$ cat config.mk
export PLATFORM = sky130hd
export DESIGN_NAME = axi_read_arbiter_flat
export DESIGN_NICKNAME = d
export VERILOG_FILES = /design/src/rtl/axi_read_arbiter_if.sv /design/src/rtl/axi_read_arbiter.sv /design/src/flat_wrapper.sv
export SDC_FILE = /design/constraint.sdc
export NUM_CORES = 1
export LEC_CHECK = 0
export BUFFER_PORTS_ARGS = -buffer_cell sky130_fd_sc_hd__buf_2
export CAP_MARGIN = 0
export CELL_PAD_IN_SITES_DETAIL_PLACEMENT = 0
export CELL_PAD_IN_SITES_GLOBAL_PLACEMENT = 1
export CORE_ASPECT_RATIO = 0.6
export CORE_MARGIN = 1
export CORE_UTILIZATION = 34
export DETAILED_ROUTE_END_ITERATION = 12
export HOLD_SLACK_MARGIN = 0.06
export PLACE_DENSITY = 0.9
export SYNTH_ARGS = -nofsm -noshare
export SYNTH_HDL_FRONTEND = slang
export SYNTH_SLANG_ARGS = --single-unit
$ cat constraint.sdc
create_clock -name clk -period 5.3 [get_ports clk]
set_input_delay 1.06 -clock clk [delete_from_list [all_inputs] [get_ports clk]]
set_output_delay 1.06 -clock clk [all_outputs]
set_load 0.02 [all_outputs]
$ cat src/rtl/axi_read_arbiter_if.sv
// ============================================================================
// Module   : axi_read_arbiter_if
// Brief    : Fetch/load sram-like read ports plus the shared AXI3 AR/R channel.
// Revision : 1.0 - initial release
// ============================================================================
`default_nettype none

interface axi_read_arbiter_if;
  // instruction-fetch port
  logic        inst_req;
  logic [1:0]  inst_size;
  logic [31:0] inst_addr;
  logic        inst_addr_ok;
  logic        inst_data_ok;
  logic [31:0] inst_rdata;
  // data-load port
  logic        data_req;
  logic [1:0]  data_size;
  logic [31:0] data_addr;
  logic        data_addr_ok;
  logic        data_data_ok;
  logic [31:0] data_rdata;
  // AXI3 read address channel
  logic [3:0]  arid;
  logic [31:0] araddr;
  logic [7:0]  arlen;
  logic [2:0]  arsize;
  logic [1:0]  arburst;
  logic [1:0]  arlock;
  logic [3:0]  arcache;
  logic [2:0]  arprot;
  logic        arvalid;
  logic        arready;
  // AXI3 read data channel
  logic [3:0]  rid;
  logic [31:0] rdata;
  logic [1:0]  rresp;
  logic        rlast;
  logic        rvalid;
  logic        rready;

  // The arbiter is the AXI master and the responder on both sram-like ports.
  modport master (
    input  inst_req, inst_size, inst_addr,
    input  data_req, data_size, data_addr,
    output inst_addr_ok, inst_data_ok, inst_rdata,
    output data_addr_ok, data_data_ok, data_rdata,
    output arid, araddr, arlen, arsize, arburst, arlock, arcache, arprot, arvalid,
    input  arready,
    input  rid, rdata, rresp, rlast, rvalid,
    output rready
  );

  modport slave (
    output inst_req, inst_size, inst_addr,
    output data_req, data_size, data_addr,
    input  inst_addr_ok, inst_data_ok, inst_rdata,
    input  data_addr_ok, data_data_ok, data_rdata,
    input  arid, araddr, arlen, arsize, arburst, arlock, arcache, arprot, arvalid,
    output arready,
    output rid, rdata, rresp, rlast, rvalid,
    input  rready
  );
endinterface

`default_nettype wire

$ cat src/rtl/axi_read_arbiter.sv
// ============================================================================
// Module   : axi_read_arbiter
// Brief    : Round-robin arbiter sharing one single-beat AXI3 read channel
//            between instruction-fetch and data-load sram-like ports.
// Revision : 1.0 - initial release
// ============================================================================
`default_nettype none

module axi_read_arbiter #(
  parameter logic [3:0] ID_INST = 4'd0,
  parameter logic [3:0] ID_DATA = 4'd1
) (
  input  wire logic         clk,
  input  wire logic         reset,
  axi_read_arbiter_if.master bus
);

  typedef enum logic [1:0] {
    S_IDLE = 2'd0,
    S_AR   = 2'd1,
    S_R    = 2'd2,
    S_DONE = 2'd3
  } state_t;

  state_t      r_state;
  logic        r_last_data;   // 1: data port won the most recent grant
  logic        r_owner_data;  // 1: transaction in flight belongs to data port
  logic [31:0] r_araddr;
  logic [2:0]  r_arsize;
  logic [3:0]  r_arid;
  logic        r_arvalid;
  logic        r_rready;
  logic        r_inst_data_ok;
  logic        r_data_data_ok;
  logic [31:0] r_inst_rdata;
  logic [31:0] r_data_rdata;

  logic w_idle;
  logic w_grant_data;
  logic w_grant_inst;
  logic w_unused_r_fields;

  // On a tie the port that did not win last time is served.
  assign w_idle       = (r_state == S_IDLE);
  assign w_grant_data = w_idle & bus.data_req & (~bus.inst_req | ~r_last_data);
  assign w_grant_inst = w_idle & bus.inst_req & ~w_grant_data;

  // Ordering is implied by a single outstanding single-beat read.
  assign w_unused_r_fields = ^{bus.rid, bus.rresp, bus.rlast};

  assign bus.inst_addr_ok = ~reset & w_grant_inst;
  assign bus.data_addr_ok = ~reset & w_grant_data;
  assign bus.inst_data_ok = r_inst_data_ok;
  assign bus.data_data_ok = r_data_data_ok;
  assign bus.inst_rdata   = r_inst_rdata;
  assign bus.data_rdata   = r_data_rdata;

  assign bus.arid    = r_arid;
  assign bus.araddr  = r_araddr;
  assign bus.arlen   = 8'd0;
  assign bus.arsize  = r_arsize;
  assign bus.arburst = 2'b01;
  assign bus.arlock  = 2'b00;
  assign bus.arcache = 4'd0;
  assign bus.arprot  = 3'd0;
  assign bus.arvalid = r_arvalid;
  assign bus.rready  = r_rready;

  always_ff @(posedge clk or posedge reset) begin
    if (reset) begin
      r_state        <= S_IDLE;
      r_last_data    <= 1'b0;
      r_owner_data   <= 1'b0;
      r_araddr       <= 32'd0;
      r_arsize       <= 3'd0;
      r_arid         <= 4'd0;
      r_arvalid      <= 1'b0;
      r_rready       <= 1'b0;
      r_inst_data_ok <= 1'b0;
      r_data_data_ok <= 1'b0;
      r_inst_rdata   <= 32'd0;
      r_data_rdata   <= 32'd0;
    end else begin
      r_inst_data_ok <= 1'b0;
      r_data_data_ok <= 1'b0;
      case (r_state)
        S_IDLE: begin
          if (w_grant_inst | w_grant_data) begin
            r_owner_data <= w_grant_data;
            r_last_data  <= w_grant_data;
            r_araddr     <= w_grant_data ? bus.data_addr : bus.inst_addr;
            r_arsize     <= {1'b0, (w_grant_data ? bus.data_size : bus.inst_size)};
            r_arid       <= w_grant_data ? ID_DATA : ID_INST;
            r_arvalid    <= 1'b1;
            r_state      <= S_AR;
          end
        end
        S_AR: begin
          if (bus.arready) begin
            r_arvalid <= 1'b0;
            r_rready  <= 1'b1;
            r_state   <= S_R;
          end
        end
        S_R: begin
          if (bus.rvalid) begin
            r_rready <= 1'b0;
            if (r_owner_data) begin
              r_data_rdata   <= bus.rdata;
              r_data_data_ok <= 1'b1;
            end else begin
              r_inst_rdata   <= bus.rdata;
              r_inst_data_ok <= 1'b1;
            end
            r_state <= S_DONE;
          end
        end
        S_DONE: begin
          r_state <= S_IDLE;
        end
        default: begin
          r_state <= S_IDLE;
        end
      endcase
    end
  end

endmodule

`default_nettype wire

$ cat src/flat_wrapper.sv
// flat-port wrapper written by rule: the top's interface ports become plain ports
module axi_read_arbiter_flat 
#(
  parameter logic [3:0] ID_INST = 4'd0,
  parameter logic [3:0] ID_DATA = 4'd1
)
  (clk, reset, bus_inst_req, bus_inst_size, bus_inst_addr, bus_data_req, bus_data_size, bus_data_addr, bus_inst_addr_ok, bus_inst_data_ok, bus_inst_rdata, bus_data_addr_ok, bus_data_data_ok, bus_data_rdata, bus_arid, bus_araddr, bus_arlen, bus_arsize, bus_arburst, bus_arlock, bus_arcache, bus_arprot, bus_arvalid, bus_arready, bus_rid, bus_rdata, bus_rresp, bus_rlast, bus_rvalid, bus_rready);
  axi_read_arbiter_if bus_i ();
  input  wire logic clk;
  input  wire logic reset;
  input wire logic [$bits(bus_i.inst_req)-1:0] bus_inst_req;
  input wire logic [$bits(bus_i.inst_size)-1:0] bus_inst_size;
  input wire logic [$bits(bus_i.inst_addr)-1:0] bus_inst_addr;
  input wire logic [$bits(bus_i.data_req)-1:0] bus_data_req;
  input wire logic [$bits(bus_i.data_size)-1:0] bus_data_size;
  input wire logic [$bits(bus_i.data_addr)-1:0] bus_data_addr;
  output wire logic [$bits(bus_i.inst_addr_ok)-1:0] bus_inst_addr_ok;
  output wire logic [$bits(bus_i.inst_data_ok)-1:0] bus_inst_data_ok;
  output wire logic [$bits(bus_i.inst_rdata)-1:0] bus_inst_rdata;
  output wire logic [$bits(bus_i.data_addr_ok)-1:0] bus_data_addr_ok;
  output wire logic [$bits(bus_i.data_data_ok)-1:0] bus_data_data_ok;
  output wire logic [$bits(bus_i.data_rdata)-1:0] bus_data_rdata;
  output wire logic [$bits(bus_i.arid)-1:0] bus_arid;
  output wire logic [$bits(bus_i.araddr)-1:0] bus_araddr;
  output wire logic [$bits(bus_i.arlen)-1:0] bus_arlen;
  output wire logic [$bits(bus_i.arsize)-1:0] bus_arsize;
  output wire logic [$bits(bus_i.arburst)-1:0] bus_arburst;
  output wire logic [$bits(bus_i.arlock)-1:0] bus_arlock;
  output wire logic [$bits(bus_i.arcache)-1:0] bus_arcache;
  output wire logic [$bits(bus_i.arprot)-1:0] bus_arprot;
  output wire logic [$bits(bus_i.arvalid)-1:0] bus_arvalid;
  input wire logic [$bits(bus_i.arready)-1:0] bus_arready;
  input wire logic [$bits(bus_i.rid)-1:0] bus_rid;
  input wire logic [$bits(bus_i.rdata)-1:0] bus_rdata;
  input wire logic [$bits(bus_i.rresp)-1:0] bus_rresp;
  input wire logic [$bits(bus_i.rlast)-1:0] bus_rlast;
  input wire logic [$bits(bus_i.rvalid)-1:0] bus_rvalid;
  output wire logic [$bits(bus_i.rready)-1:0] bus_rready;
  assign bus_i.inst_req = bus_inst_req;
  assign bus_i.inst_size = bus_inst_size;
  assign bus_i.inst_addr = bus_inst_addr;
  assign bus_i.data_req = bus_data_req;
  assign bus_i.data_size = bus_data_size;
  assign bus_i.data_addr = bus_data_addr;
  assign bus_inst_addr_ok = bus_i.inst_addr_ok;
  assign bus_inst_data_ok = bus_i.inst_data_ok;
  assign bus_inst_rdata = bus_i.inst_rdata;
  assign bus_data_addr_ok = bus_i.data_addr_ok;
  assign bus_data_data_ok = bus_i.data_data_ok;
  assign bus_data_rdata = bus_i.data_rdata;
  assign bus_arid = bus_i.arid;
  assign bus_araddr = bus_i.araddr;
  assign bus_arlen = bus_i.arlen;
  assign bus_arsize = bus_i.arsize;
  assign bus_arburst = bus_i.arburst;
  assign bus_arlock = bus_i.arlock;
  assign bus_arcache = bus_i.arcache;
  assign bus_arprot = bus_i.arprot;
  assign bus_arvalid = bus_i.arvalid;
  assign bus_i.arready = bus_arready;
  assign bus_i.rid = bus_rid;
  assign bus_i.rdata = bus_rdata;
  assign bus_i.rresp = bus_rresp;
  assign bus_i.rlast = bus_rlast;
  assign bus_i.rvalid = bus_rvalid;
  assign bus_rready = bus_i.rready;
  axi_read_arbiter #(.ID_INST(ID_INST), .ID_DATA(ID_DATA)) u_core (.clk(clk), .reset(reset), .bus(bus_i));
endmodule
== After elaboration in Yosys (flattened, before gate mapping) ==
Cells that the tools add are included.
Operators by class
  shift-type cells: 0
  reductions and logical operators: 9
  eq/ne operators: 6
  mux-type cells: 19
  bitwise gates (word level): 12
  $mul: 0
  add/subtract/negate cells: 0
  $lt $le $gt $ge: 0
  divide/modulo/power cells: 0
Operator list (number)
  2-to-1 mux 32 bit: 1
  AND reduction 3 bit: 5
  2-to-1 mux 1 bit: 11
  2-to-1 mux 2 bit: 4
  case mux 2 bit (4 select lines): 1
  AND 1 bit: 6
  != test 2 bit (second input constant): 3
  equality test 2 bit (second input constant): 2
  NOT 1 bit: 4
  case mux 1 bit (2 select lines): 2
  nonzero test 2 bit: 2
  equality test 2 x 1 -> 1 bit (second input constant): 1
  logical NOT 2 bit: 1
  OR 1 bit: 2
  AND reduction 2 bit: 1
Storage, ports and cells
  bits in writable memories: 0
  bits of input ports: 113
  flip-flop bits (word level): 109
  bits in latches: 0
  logic and storage cells: 57
  output and inout bits: 128
  memory bits (read-only): 0
  memories kept: 0

== Longest topological paths before layout ==
  depth after elaboration: 8
  mapped depth: 7
  mapped depth without buffers: 5

== Worst setup path before layout ==
No wires, ideal clock.
  kind: in2out
  start: input reset
  end: output bus_inst_addr_ok
  path slack: 0.436 ns
  required time: 4.240 ns
  path buffers: 0
  cell stages on the path: 2
  arrival: 3.804 ns
  cell sequence: inv_1 -> o2111a_1
On the way
  cells in the longest elaborated chain, start to end: 2
RTL lines
  start: declaration: RTL line flat_wrapper.sv:10  | input wire logic reset;
  NOT 1 bit: RTL line axi_read_arbiter.sv:51  | assign bus.inst_addr_ok = ~reset & w_grant_inst;
  AND 1 bit: RTL line axi_read_arbiter.sv:51
  end: declaration: RTL line flat_wrapper.sv:17  | output wire logic [$bits(bus_i.inst_addr_ok)-1:0] bus_inst_addr_ok;
No other way between the ends.

== Worst setup path after layout ==
Same ends and word-level chain as after synthesis.

==> impl_metrics.env <==
export IMPL_finalHoldWorstSlack_ps=502
export IMPL_setup_violations=0
export IMPL_number_of_buffers_inserted_during_clock_tree_synthesis=9
export IMPL_max_slew_worst_pin_slew_ps=1220
export IMPL_io_buffer_count=210
export IMPL_grt_antenna_before_repair=0
export IMPL_routed_wl_um=11600
export IMPL_die_w_um=154
export IMPL_maxSlewHeadroom=0.186
export IMPL_synth_top_area_frac=0.558
export IMPL_boundaryPins=241
export IMPL_yosys_cell_types_count=27
export IMPL_routed_via_count=3659
export IMPL_cellPowerDensity_mw_per_mm2=635
export IMPL_synth_top_cells_by_count="105 x sky130_fd_sc_hd__dfrtp_1, 64 x sky130_fd_sc_hd__mux2_2, 35 x sky130_fd_sc_hd__nor2_1, 35 x sky130_fd_sc_hd__or3b_1, 34 x sky130_fd_sc_hd__a31oi_1"
export IMPL_initialDrtViolationCount=274
export IMPL_final_nets=699
export IMPL_design_core_area_mm2=0.0132
export IMPL_routedWlPerCell_um=15.3
export IMPL_synth_edff_count=0
export IMPL_syn_inst=391
export IMPL_mappedNetlistArea_mm2=0.00471
export IMPL_post_cts_resize_count=0
export IMPL_drt_vias_per_instance=4.83
export IMPL_synth_ff_latch_count=105
export IMPL_grt_pass1_vias=3674
export IMPL_cpMostUsedCell="sky130_fd_sc_hd__buf_2"
export IMPL_cts_post_setup_buffers_inserted=0
export IMPL_drtPass1Iterations=4
export IMPL_grt_usage=0.165
export IMPL_grt_setup_unrepaired="false"
export IMPL_finalHoldViolCount=0
export IMPL_static_leakage_power_nw=2.92
export IMPL_drive_above_1_share=0.508
export IMPL_clock_tree_buffer_depth=2
export IMPL_clkLatencyLatePin_ps=340
export IMPL_slew_violations=0
export IMPL_timing_hold_worst_class="register to register"
export IMPL_tritoncts="built"
export IMPL_postSynth_topFlopCell="sky130_fd_sc_hd__dfrtp_1"
export IMPL_endpoint_kind="primary output"
export IMPL_crit_path_max_fanout=49
export IMPL_chipHeight_um=93.2
export IMPL_route_antenna_remaining_nets=0
export IMPL_layout_overhead_on_the_synthesized_area_pct=28.3
export IMPL_finalSetupTns_ps=0
export IMPL_globalRoute_totalOverflow=0
export IMPL_grt_pass1_wl_um=18900
export IMPL_detailedPlacementHpwl_um=8410
export IMPL_finalCoreUtilization=0.459
export IMPL_synth_yosys_seq_area_share=0.558
export IMPL_worst_endpoint_required_ps=4240
export IMPL_worstPathArrival_ps=2090
export IMPL_cts_sinks=105
export IMPL_maximum_number_of_pins_on_one_net_before_global_route_repair=71
export IMPL_cp_slowest_stage_delay_ps=420
export IMPL_synth_area_leader_cell="sky130_fd_sc_hd__dfrtp_1"
export IMPL_run_status="complete, no violations"
export IMPL_die_area_mm2=0.0143
export IMPL_route_detailed_drc=0
export IMPL_irDropWorstVdd_mv=0.264
export IMPL_postCtsHoldBufs=0
export IMPL_initial_utilization=0.358
export IMPL_drv_cap=0
export IMPL_avgSynthCellArea_um2=12.0
export IMPL_cts_htree_levels=3
export IMPL_finalCriticalPeriod_ps=3150
export IMPL_cts_root_buf="sky130_fd_sc_hd__clkbuf_16"
export IMPL_rows=32
export IMPL_worst_setup_hold_path_clk_slew_ps=70
export IMPL_yosys_top_cells_area="sky130_fd_sc_hd__dfrtp_1 56%, sky130_fd_sc_hd__mux2_2 15%, sky130_fd_sc_hd__or3b_1 6.5%, sky130_fd_sc_hd__a31oi_1 4.5%, sky130_fd_sc_hd__buf_4 3.8%"
export IMPL_final_min_period_over_clock_period=0.594
export IMPL_antenna_diode_count=0
export IMPL_cell_type_of_the_slowest_stage_on_the_worst_timing_path="sky130_fd_sc_hd__inv_4"
export IMPL_sort_of_element_at_the_start_of_the_critical_path="input port"
export IMPL_synth_yosys_warnings=0
export IMPL_gp_routability_congestion=0.746
export IMPL_yosys_cell_count_top_type="sky130_fd_sc_hd__dfrtp_1"
export IMPL_path_cells="buf_2 > inv_4 > o2111a_1 > buf_2"
export IMPL_criticalPathCategory="input port to primary output"
export IMPL_maxClockFrequency_mhz=317
export IMPL_synthArstFlopShare=1.00
export IMPL_setup_skew_ps=8.39
==> cells by family (layout without fill, tap and decap cells) <==
group	after synthesis	count (layout)	synth area share
AOI/OAI and AO/OA	75	75	0.0935
adders and majority gates	4	4	0.0106
buffers and inverters	59	234	0.0760
DFF	105	105	0.558
muxes	65	65	0.155
other	2	23	0.00159
and+or+nand+nor	81	81	0.105
==> per-layer routing <==
metal	part of all wire	up-vias	track usage
met5	0	-	0
met4	0.0090	0	0.0400
met3	0.053	10	0.0408
met2	0.49	122	0.269
met1	0.45	1804	0.222
li1	-	1723	-
==> metrics by stage <==
stage                     worst slack [ps]  std cells  power (mW)  area, um^2
after detailed placement              2100        741        3.21        5750
final                                 2150        757        3.84        6040
after floorplan                        436        412        2.62        4790
after CTS                             2090        757        3.89        6040
after global routing                  2020        757        4.09        6040
after global placement                2110        741        3.13        5750
==> path summary, 6_finish.rpt <==
kind	from	endpoint	slack (ps)	cells after the start
setup / recovery	reset	bus_inst_addr_ok	2150	4
hold / removal	u_core.bus.inst_rdata[28]$_DFFE_PP0P_	u_core.bus.inst_rdata[28]$_DFFE_PP0P_	500	1
setup reg to reg	u_core.r_state[0]$_DFFE_PP0P_	u_core.bus.inst_rdata[21]$_DFFE_PP0P_	3040	4
hold reg to reg	u_core.bus.inst_rdata[28]$_DFFE_PP0P_	u_core.bus.inst_rdata[28]$_DFFE_PP0P_	500	1
max in group asynchronous	reset	u_core.bus.inst_rdata[21]$_DFFE_PP0P_	3290	3
min in group asynchronous	reset	u_core.bus.araddr[9]$_DFFE_PP0P_	790	2
==> where the power goes <==
group | total, mW | leakage (nW) | switching [mW] | internal (mW)
logic | 1.77 | 1.55 | 1.09 | 0.685
clock network | 0.659 | 0.144 | 0.316 | 0.343
registers | 1.40 | 1.23 | 0.201 | 1.20
==> state kept, by name, summed over array words and instances (netlist names) <==
name / count
u_core.bus.arid: 1
u_core.bus.inst_rdata: 32
u_core.bus.data_data_ok: 1
u_core.bus.rready: 1
u_core.bus.inst_data_ok: 1
u_core.bus.arsize: 2
u_core.bus.data_rdata: 32
u_core.r_state: 2
u_core.bus.arvalid: 1
u_core.bus.araddr: 32
==> cells in the final DEF (no fill, tap or decap), drive strengths merged, types with 4 or more instances in the layout <==
cell type	count
a31oi	34
buf	212
clkbuf	10
conb	23
dfrtp	105
ha	4
inv	10
mux2	65
nand2	4
nor2	35
o21ai	34
or3b	35
==> final cells by class <==
class                      count  area, um^2
clock inverter                 6        56.3
multi-input combinational    248        1820
tap                          170         213
inverter                       6        25.0
sequential                   105        2630
timing repair buffer         212        1070
clock buffer                  10         239
fill                        1263        7130
==> critical path: cells and delay by family <==
kind	cells	cell delay [ps]
AOI/OAI and AO/OA	1	270
buffers and inverters	3	710
Note: power is estimated with default switching activity, not from simulation.
